**config.mk**
```make
export PLATFORM = sky130hd
export DESIGN_NAME = desalojo_ctrl
export DESIGN_NICKNAME = d
export VERILOG_FILES = /design/src/rtl/desalojo_pkg.sv /design/src/rtl/desalojo_rr_pick.sv /design/src/rtl/desalojo_ctrl.sv
export SDC_FILE = /design/constraint.sdc
export NUM_CORES = 1
export LEC_CHECK = 0
export CAP_MARGIN = 40
export CORE_MARGIN = 8
export CORE_UTILIZATION = 40
export CTS_CLUSTER_SIZE = 28
export DETAILED_ROUTE_END_ITERATION = 16
export PLACE_DENSITY_LB_ADDON = 0.05
export RECOVER_POWER = 50
export SLEW_MARGIN = 10
export SYNTH_ARGS = -nofsm -noshare
export SYNTH_HDL_FRONTEND = slang
export SYNTH_SLANG_ARGS = --single-unit
export TNS_END_PERCENT = 100
```
**constraint.sdc**
```tcl
create_clock -name clk -period 2.33 [get_ports clk]
set_clock_uncertainty 0.15 [all_clocks]
set_input_delay 0.3495 -clock clk [delete_from_list [all_inputs] [get_ports clk]]
set_output_delay 0.3495 -clock clk [all_outputs]
set_load 0.005 [all_outputs]
```
**src/rtl/desalojo_pkg.sv**
```systemverilog
// Shared types for the desalojo victim-selection controller.
package desalojo_pkg;

    typedef enum logic [1:0] {IDLE, SEL, WB, RESP} state_t;

    typedef enum logic [1:0] {
        FILL  = 2'b00,
        CLEAN = 2'b01,
        DIRTY = 2'b10
    } kind_t;

    localparam int STAT_W = 16;

endpackage

```
**src/rtl/desalojo_rr_pick.sv**
```systemverilog
// Combinational search for the first set mask bit at or after start, wrapping modulo WAYS.
module desalojo_rr_pick #(
    parameter  int WAYS  = 4,
    localparam int WAY_W = $clog2(WAYS)
) (
    input  logic [WAYS-1:0]  mask,
    input  logic [WAY_W-1:0] start,
    output logic [WAY_W-1:0] idx,
    output logic             found
);

    int pos;

    // Scan from the farthest offset down so the nearest hit is the last write.
    always_comb begin
        idx   = '0;
        found = |mask;
        pos   = 0;
        for (int i = WAYS - 1; i >= 0; i--) begin
            pos = int'(start) + i;
            if (pos >= WAYS) pos = pos - WAYS;
            if (mask[WAY_W'(pos)]) idx = WAY_W'(pos);
        end
    end

endmodule

```
**src/rtl/desalojo_ctrl.sv**
```systemverilog
// Victim selection / eviction controller for one N-way set with round-robin fairness.
// Optional hit counters stat_clean/stat_dirty are built when DESALOJO_STATS_EN is defined.
module desalojo_ctrl
    import desalojo_pkg::*;
#(
    parameter  int WAYS  = 4,
    localparam int WAY_W = $clog2(WAYS)
) (
    input  logic             clk,
    input  logic             rst,
    input  logic             req_valid,
    output logic             req_ready,
    input  logic [WAYS-1:0]  valid_in,
    input  logic [WAYS-1:0]  dirty_in,
    output logic             wb_req,
    output logic [WAY_W-1:0] wb_way,
    input  logic             wb_ack,
    output logic             resp_valid,
    input  logic             resp_ready,
    output logic [WAY_W-1:0] resp_way,
    output logic [1:0]       resp_kind,
`ifdef DESALOJO_STATS_EN
    output logic [STAT_W-1:0] stat_clean,
    output logic [STAT_W-1:0] stat_dirty,
`endif
    output logic [WAY_W-1:0] rr_ptr_o
);

    state_t           state;
    logic [WAYS-1:0]  vq;
    logic [WAYS-1:0]  dq;
    logic [WAY_W-1:0] rr_ptr;
    logic [WAY_W-1:0] fill_idx;
    logic [WAY_W-1:0] clean_idx;
    logic             fill_found;
    logic             clean_found;

    function automatic logic [WAY_W-1:0] next_way(input logic [WAY_W-1:0] w);
        if (int'(w) == WAYS - 1) return '0;
        return w + 1'b1;
    endfunction

    desalojo_rr_pick #(.WAYS(WAYS)) u_fill_pick (
        .mask  (~vq),
        .start ('0),
        .idx   (fill_idx),
        .found (fill_found)
    );

    desalojo_rr_pick #(.WAYS(WAYS)) u_clean_pick (
        .mask  (~dq),
        .start (rr_ptr),
        .idx   (clean_idx),
        .found (clean_found)
    );

    assign rr_ptr_o = rr_ptr;

    always_ff @(posedge clk) begin
        if (rst) begin
            state      <= IDLE;
            rr_ptr     <= '0;
            vq         <= '0;
            dq         <= '0;
            req_ready  <= 1'b0;
            wb_req     <= 1'b0;
            wb_way     <= '0;
            resp_valid <= 1'b0;
            resp_way   <= '0;
            resp_kind  <= FILL;
`ifdef DESALOJO_STATS_EN
            stat_clean <= '0;
            stat_dirty <= '0;
`endif
        end else begin
            case (state)
                IDLE: begin
                    if (req_ready && req_valid) begin
                        vq        <= valid_in;
                        dq        <= dirty_in & valid_in;
                        req_ready <= 1'b0;
                        state     <= SEL;
                    end else begin
                        req_ready <= 1'b1;
                    end
                end
                SEL: begin
                    if (fill_found) begin
                        resp_way   <= fill_idx;
                        resp_kind  <= FILL;
                        resp_valid <= 1'b1;
                        state      <= RESP;
                    end else if (clean_found) begin
                        resp_way   <= clean_idx;
                        resp_kind  <= CLEAN;
                        resp_valid <= 1'b1;
                        state      <= RESP;
                    end else begin
                        wb_way    <= rr_ptr;
                        wb_req    <= 1'b1;
                        resp_way  <= rr_ptr;
                        resp_kind <= DIRTY;
                        state     <= WB;
                    end
                end
                WB: begin
                    if (wb_ack) begin
                        wb_req     <= 1'b0;
                        resp_valid <= 1'b1;
                        state      <= RESP;
                    end
                end
                RESP: begin
                    if (resp_ready) begin
                        resp_valid <= 1'b0;
                        req_ready  <= 1'b1;
                        state      <= IDLE;
                        if (resp_kind != FILL) rr_ptr <= next_way(resp_way);
`ifdef DESALOJO_STATS_EN
                        if (resp_kind == CLEAN && stat_clean != '1) stat_clean <= stat_clean + 1'b1;
                        if (resp_kind == DIRTY && stat_dirty != '1) stat_dirty <= stat_dirty + 1'b1;
`endif
                    end
                end
                default: state <= IDLE;
            endcase
        end
    end

endmodule

```
# Word-level counts from Yosys, hierarchy flattened
# Index checks and enable logic that the tools add are counted.
word_totals:
  wordCells: 107
  register_bits: 21
  inputBits: 13
  output_inout_bits: 11
classes:
  n_reduce_logical: 15
  bitwise_logic: 5
  n_eq_ne: 10
  order_cmp: 8
  mux: 51
  addsub: 8
ops:
  columns: ["op", "count"]
  rows:
  - ["two-way mux 2 bit", 19]
  - ["two-way mux 1 bit", 24]
  - ["less-than comparator 2 x 4 -> 1 bit (second input constant)", 4]
  - ["inequality test 2 bit (second input constant)", 5]
  - [">= comparator 3 bit (second input constant)", 3]
  - ["AND reduction 3 bit", 3]
  - ["binary-select mux 1 bit (select 2 bit)", 4]
  - ["NOT 4 bit", 2]
  - ["one-hot mux 2 bit (4 select lines)", 1]
  - ["AND reduction 4 bit", 2]
  - ["OR reduction 4 bit", 2]
  - ["subtractor 2 x 1 -> 2 bit (second input constant)", 4]
  - ["adder 2 x 2 -> 3 bit (second input constant)", 2]
  - ["nonzero test 2 bit", 3]
  - ["AND 4 bit", 1]
  - ["equality test 2 x 1 -> 1 bit (second input constant)", 2]
  - ["equality test 2 bit (second input constant)", 2]
  - ["one-hot mux 1 bit (2 select lines)", 2]
  - ["AND reduction 2 bit", 2]
  - ["adder 2 x 1 -> 3 bit (second input constant)", 1]
  - [">= comparator 2 x 3 -> 1 bit (second input constant)", 1]
  - ["inequality test 3 bit (second input constant)", 1]
  - ["one-hot mux 1 bit (3 select lines)", 1]
  - ["nonzero test 3 bit", 1]
  - ["other kinds (4)", 5]

# Logic depth before layout (Yosys ltp)
# Gate-level depths: netlist (run 1).
logic_depth:
  word_depth: 12
  mapped_depth: 7
  mapped_depth_nobuf: 6

# By module
# Synthesis (run 1) repeated with hierarchy kept, for this count alone.
hier_totals:
  cells_unflattened: 148
  hier_area_um2: 1206.2
by_module_without_submodules:
  columns: ["module", "cells_per_inst", "area_each_um2", "seq_area_each_um2", "instances"]
  rows:
  - ["desalojo_ctrl", 122, 1051.0, 420.4, 1]
  - ["desalojo_rr_pick", 13, 77.6, 0.0, 2]

# Least setup slack after synthesis (run 1)
# No wires, ideal clock.
synth_path:
  path_type: "register to register"
  start: "register state[0]"
  end: "register state[0]"
  stages_incl_launch_ff: 7
  n_path_buf: 1
  path_slack_ns: 0.656
  required_time_ns: 2.085
  setup_time_ns: 0.095
  arrival_ns: 1.429
  synth_period_minus_slack_ns: 1.674
  path_cell_list: "dfxtp_1 -> inv_1 -> ha_1 -> buf_2 -> a221oi_1 -> o21ai_0 -> a221oi_1"
synth_between:
  elab_chain_cells: 3
  elab_cells_between_ends: 9
  classes_between: "6 x eq/ne; 1 x mux; 2 x reduce/logical"
synth_lines:
  columns: ["element", "line_no", "rtl"]
  rows:
  - ["from (decl)", "desalojo_ctrl.sv:29", "state_t state;"]
  - ["from (signal assigned)", "desalojo_ctrl.sv:61", "state <= IDLE;"]
  - ["from (signal assigned)", "desalojo_ctrl.sv:82", "state <= SEL;"]
  - ["from (signal assigned)", "desalojo_ctrl.sv:92", "state <= RESP;"]
  - ["equality test 2 bit / logical NOT 2 bit (equally long branches)", "desalojo_ctrl.sv:76", "case (state)"]
  - ["inequality test 2 bit (no source line)", null, null]
  - ["AND reduction 3 bit (no source line)", null, null]
# Parallel ways exist; a longest one is shown, timed or not.
# A chain may end at the register's enable or synchronous reset.

# Final worst setup path (run 1)
layout_path:
  start: "register rr_ptr[1], in the netlist rr_ptr_o[1]"
  end: "output rr_ptr_o[1]"
layout_lines:
  columns: ["element", "line_no", "rtl"]
  rows:
  - ["from (decl)", "desalojo_ctrl.sv:32", "logic [WAY_W-1:0] rr_ptr;"]
  - ["from (signal assigned)", "desalojo_ctrl.sv:118", "if (resp_kind != FILL) rr_ptr <= next_way(resp_way);"]
  - ["to (decl)", "desalojo_ctrl.sv:26", "output logic [WAY_W-1:0] rr_ptr_o"]
# No word-level cell between the ends.

==> impl_metrics.csv, run 1 <==
group,metric,value,unit
setup_path,r2r-start,"state[0]",
global_routing,grt.total_usage,11.4,%
routing,routed-via-count,970,
setup_path,path_class,"reg -> out",
timing,setup_tns,0,ns
setup_path,cp_top_family,"flip-flops",
place,dp.final_hpwl,1830,um
clock_network,cts_tree,"built",
setup_path,slowest_delay,0.58,ns
setup_path,cp.required,1.83,ns
worst_hold_path,whs_endpoint,"vq[2]",
global_routing,use_met3,4.47,%
clock_network,clk_pin_slew,0.12,ns
setup_path,critPathArrivalTime,1.46,ns
clock_network,max-clock-path-buffers,2,
floorplanning,initial_core_util,42.6,%
timing,fmax,510,MHz
clock_network,hold_buffers,0,
global_routing,grt_pass1_vias,936,
final_layout,antenna_cells,0,
place,detailed_place.area,0.00132,sq mm
timing,fin_crit,1.96,ns
logic_synthesis,synth.area.top_cells,"dfxtp_1 39%, a21oi_1 7.5%, ha_1 5.8%",
logic_synthesis,yosysSeqAreaShare,39.2,%
setup_path,reg2regPathDepth,5,
setup_path,cp_max_fo,13,
global_routing,top_usage_layer,"met2",
clock_network,cts_resized,0,
final_layout,layout_common_cells,"21 x dfxtp_1, 17 x clkdlybuf4s50_1, 16 x a21oi_1, 15 x nand2_1, 11 x nor2_1",
setup_path,cp.buffers_inverters,1,
timing,drv_slew,0,
global_routing,use_met2,17.2,%
clock_network,post-cts-setup-buffers,0,
floorplanning,core_region_area,0.00252,sq mm
outcome,outcome,"finished, final reports clean",
timing,hold_viol_final,0,
worst_hold_path,worstHoldPathType,"reg -> reg",
setup_path,critPathLaunchType,"flip-flop",
timing,maxSlewHeadroom,73.8,%
power_and_ir_drop,p_leak,0.516,nW
clock_network,cts_num_sinks,21,
final_layout,fin_area,0.00134,sq mm
routing,vias_per_cell,5.39,
power_and_ir_drop,p_per_area,736,mW/mm^2
floorplanning,ios,24,
global_routing,grt_pass1_wl,4060,um
routing,remaining_drc_errors,0,
setup_path,slowest_stage,"dfxtp_1",
logic_synthesis,netlist_instances,128,
timing,period_share,84.1,%
floorplanning,die-area,0.00460,sq mm
final_layout,drive_gt1_share,7.33,%
place,io_buffers,23,
routing,wirelength,2390,um
power_and_ir_drop,ir_drop,0.581,mV
logic_synthesis,synth_warnings,0,
place,finalWeightedCongestion,0.898,
final_layout,nets,169,
worst_hold_path,hold_start,"vq[2]",
final_layout,area_delta_synth_final,24.9,%
logic_synthesis,yosysTopAreaCellShare,39.2,%
floorplanning,die_h,67.8,um
routing,antenna_left,0,
logic_synthesis,synth_nets,146,
final_layout,nFillCells,261,
global_routing,met1_usage,14.3,%
logic_synthesis,syn-cell-area,0.00107,sq mm
final_layout,layout_commonest_cell,"dfxtp_1",
logic_synthesis,ys_seq_elements,21,
clock_network,cts_buffers,3,
timing,rsz0062_at_grt,"no",
clock_network,cts-root-buf,"clkbuf_4",
floorplanning,row_count,18,
run,maxCapViolations,0,
clock_network,insertion_delay,0.30,ns
routing,firstDrtPassIters,4,
logic_synthesis,yosysTopAreaCell,"dfxtp_1",
final_layout,fin_util,53.2,%
setup_path,crit_path_end_kind,"output port",
routing,drt_iter0_drc,58,
logic_synthesis,synth_area_per_cell,8.39,sq um
floorplanning,die_w,67.8,um
setup_path,crit_cells,1,
timing,tightest_slew,0.393,ns
routing,wl_per_cell,13.3,um
clock_network,htree_levels,1,
global_routing,gr-total-overflow,0,
global_routing,grt_max_degree,22,
logic_synthesis,ys_types,34,
timing,setup_violations,0,
worst_hold_path,min_path_cells,2,
setup_path,r2r-end,"state[0]",
global_routing,antenna_found_initial,0,
setup_path,path_cells,"clkdlybuf4s50_1",
setup_path,reg2reg_slack,0.49,ns
## cells by family (layout without fill, tap and decap cells)
family	Yosys count	count (layout)	synth area share [%]
buffers and inverters	12	34	5.24
AOI/OAI and AO/OA	34	34	18.8
muxes	5	5	4.78
and+or+nand+nor	51	51	26.2
DFF	21	21	39.2
adders and majority gates	5	5	5.83
## how the worst max path moves through the flow
stage / from / endpoint / slack, ns
after floorplan: state[0] / state[0] / 0.66
after global placement: resp_ready / resp_valid / 0.46
after detailed placement: req_valid / state[0] / 0.39
after CTS: rr_ptr_o[1] / rr_ptr_o[1] / 0.34
after global routing: rr_ptr_o[1] / rr_ptr_o[1] / 0.26
final: rr_ptr_o[1] / rr_ptr_o[1] / 0.37
## state kept, by name (all words and copies together) (netlist names), 2 cells and up
register   cells
wb_way         2
rr_ptr_o       2
resp_way       2
resp_kind      2
dq             4
state          2
vq             4
## synth_stat cells, drive strengths merged
| library cell | instances |
|---|---|
| nor3 | 4 |
| buf | 1 |
| or4 | 1 |
| nor3b | 1 |
| a311oi | 1 |
| o2111ai | 1 |
| a21oi | 17 |
| nor2 | 11 |
| mux2i | 4 |
| mux2 | 1 |
| and3 | 3 |
| clkbuf | 5 |
| nand4b | 1 |
| o21ai | 6 |
| or3b | 1 |
| a221oi | 2 |
| nor2b | 2 |
| o22ai | 4 |
| nand2 | 15 |
| o211ai | 1 |
| o31ai | 1 |
| or2b | 1 |
| ha | 5 |
| a22oi | 1 |
| nand2b | 1 |
| and3b | 1 |
| dfxtp | 21 |
| nand3 | 6 |
| inv | 6 |
| nand4 | 3 |
## metrics by stage
stage          hold WS (ns)  worst slack [ns]  cells  power [mW]
2_1_floorplan         0.278             0.656    128       0.712
3_3_place_gp          0.297             0.462    176       0.815
3_5_place_dp          0.304             0.393    176       0.825
4_1_cts               0.319             0.345    180        1.00
5_1_grt               0.340             0.263    180        1.07
6_report              0.320             0.371    180       0.988
## area by class of cell
| cell class | count | area, sq um | share of cell area [%] |
|---|---|---|---|
| Timing Repair Buffer | 24 | 238 | 17.7 |
| Inverter | 6 | 22.5 | 1.68 |
| Tap cell | 30 | 37.5 | 2.80 |
| Sequential cell | 21 | 420 | 31.3 |
| Multi-Input combinational cell | 95 | 597 | 44.5 |
| Clock buffer | 4 | 26.3 | 1.96 |
## per-layer routing
| metal | routed length (um) | vias up |
|---|---|---|
| met5 | 0 | - |
| met4 | 17 | 0 |
| met3 | 152 | 2 |
| met2 | 1010 | 22 |
| met1 | 1210 | 442 |
| li1 | - | 504 |
## where the power goes
part           switching (mW)  internal (mW)
logic                   0.198          0.156
registers              0.0489          0.410
clock network           0.108         0.0668
## tightest hold or removal path, cell delays in order (launching register included)
cell and delay [ns]:
dfxtp_1 0.33, nand2_1 0.05, a21oi_1 0.05
(Power assumes the default switching activity.)
==> run 2: changes to the inputs <==
clock period = 1.81 ns   (was 2.33 ns; I/O delays follow)
==> run 2 against run 1 <==
Compared with the run above: die area stayed put; clock power is 31% higher; setup slack worse by 0.31 ns; via count is 4.7% higher; register-to-register slack worse by 0.43 ns; cell area is 4.8% higher; flip-flop and latch count stayed put; global-route usage is 0.23 points higher; sequential share of layout area is 1.2 points lower; non-clock buffer count is 6 higher; combinational power is 49% higher.
==> impl_metrics.csv, run 2 (synthesis gave the netlist of run 1 again) <==
group,metric,value,unit
outcome,outcome,"finished, final reports clean",
run,maxCapViolations,0,
final_layout,fin_util,55.7,%
timing,rsz0062_at_grt,"no",
place,io_buffers,23,
routing,drt_iter0_drc,36,
setup_path,cp_max_fo,4,
routing,remaining_drc_errors,0,
timing,period_share,96.9,%
place,dp.final_hpwl,1880,um
final_layout,largest_registers,"dq: 4 flops, vq: 4 flops",
clock_network,insertion_delay,0.31,ns
final_layout,multi_input_area,614,sq um
floorplanning,die-area,0.00460,sq mm
routing,antenna_left,0,
timing,setup_violations,0,
global_routing,gr-total-overflow,0,
final_layout,antenna_cells,0,
floorplanning,die_w,67.8,um
clock_network,cts_buffers,3,
setup_path,crit_path_end_kind,"flip-flop",
timing,setup_tns,0,ns
clock_network,cts_tree,"built",
routing,routed-wl-met3,166,um
global_routing,antenna_found_initial,0,
routing,vias_per_cell,5.46,
timing,fin_crit,1.75,ns
setup_path,critPathLaunchType,"flip-flop",
final_layout,nFillCells,258,
setup_path,slowest_stage,"or4_1",
final_layout,drive_gt1_share,15.4,%
timing,tightest_slew,0.328,ns
final_layout,seqCellArea,424,sq um
setup_path,cp_top_family,"simple AND/OR/NAND/NOR gates",
setup_path,critPathArrivalTime,1.86,ns
place,finalWeightedCongestion,0.894,
setup_path,cp.required,1.91,ns
final_layout,layout_common_cells,"18 x dfxtp_1, 16 x a21oi_1, 16 x clkdlybuf4s50_1, 15 x nand2_1, 11 x nor2_1",
clock_network,max-clock-path-buffers,2,
final_layout,fin_cells,186,
routing,met2WireLength,1060,um
setup_path,slowest_delay,0.47,ns
global_routing,grt_pass1_vias,950,
clock_network,clk_pin_slew,0.12,ns
final_layout,layout_commonest_cell,"dfxtp_1",
timing,hold_viol_final,0,
global_routing,grt.total_usage,11.6,%
clock_network,htree_levels,1,
place,dpl.cell_count,181,
setup_path,path_class,"reg -> reg",
floorplanning,row_count,18,
power_and_ir_drop,p_leak,0.553,nW
global_routing,grt_max_degree,22,
routing,firstDrtPassIters,4,
routing,wl_per_cell,13.1,um
setup_path,cp.buffers_inverters,1,
timing,drv_slew,0,
floorplanning,initial_core_util,42.6,%
routing,routed-via-count,1016,
clock_network,cts_num_sinks,21,
clock_network,cts-root-buf,"clkbuf_4",
routing,highest_layer,"met4",
final_layout,area_delta_synth_final,30.9,%
routing,wirelength,2440,um
timing,fmax,570,MHz
floorplanning,ios,24,
setup_path,path_cells,"inv_1, ha_1, or2b_2, nand2b_1, or4_1, a21oi_1",
power_and_ir_drop,p_per_area,961,mW/mm^2
worst_hold_path,worstHoldPathType,"reg -> reg",
routing,wirelength_met1,1200,um
global_routing,grt_pass1_wl,4220,um
floorplanning,core_region_area,0.00252,sq mm
timing,maxSlewHeadroom,78.1,%
floorplanning,die_h,67.8,um
final_layout,nets,175,
power_and_ir_drop,ir_drop,0.869,mV
run 2: metal layers:
metal,GRT usage [%],vias up
met2,18.0,26
met1,14.6,471
met5,0,-
met4,5.88,0
li1,-,517
met3,2.81,2
run 2: path summary, 6_finish.rpt:
path	startpoint	end	slack [ns]	cells past startpoint
worst max-delay path	state[0]	resp_valid	0.06	6
worst max register to register	state[0]	resp_valid	0.06	6
worst min register to register	vq[3]	vq[3]	0.32	2
worst min-delay path	vq[3]	vq[3]	0.32	2
run 2: area by class of cell:
| type | count | share of cell area [%] |
|---|---|---|
| Tap cell | 30 | 2.67 |
| Timing Repair Buffer | 30 | 19.9 |
| Clock buffer | 3 | 1.60 |
| Multi-Input combinational cell | 95 | 43.7 |
| Clock inverter | 1 | 0.356 |
| Sequential cell | 21 | 30.2 |
| Inverter | 6 | 1.60 |
run 2: metrics by stage:
step	total power [mW]	setup WS [ns]	hold slack [ns]	instance area, sq um
global route	1.45	0.0106	0.349	1410
CTS	1.34	0.0253	0.321	1380
floorplan	0.917	0.136	0.200	1070
finish	1.35	0.0556	0.322	1410
global placement	1.10	0.00242	0.300	1350
detailed placement	1.11	-0.0321	0.303	1350
run 2: tightest hold or removal path, stage by stage (launching register included):
cell     delay, ns
dfxtp_1       0.33
nand2_1       0.05
a21oi_1       0.05
run 2: power by group:
group	internal (mW)	switching (mW)	leakage [nW]	total (mW)
combinational	0.255	0.271	0.364	0.526
sequential	0.532	0.0633	0.172	0.595
clock	0.0824	0.147	0.0177	0.229
total	0.870	0.481	0.553	1.35
run 2: repair_timing:
action	CTS	global route
setup endpoints to repair	1	6
hold buffers	0	0
resized for setup	1	6
setup buffers	0	1
pin swaps	0	1
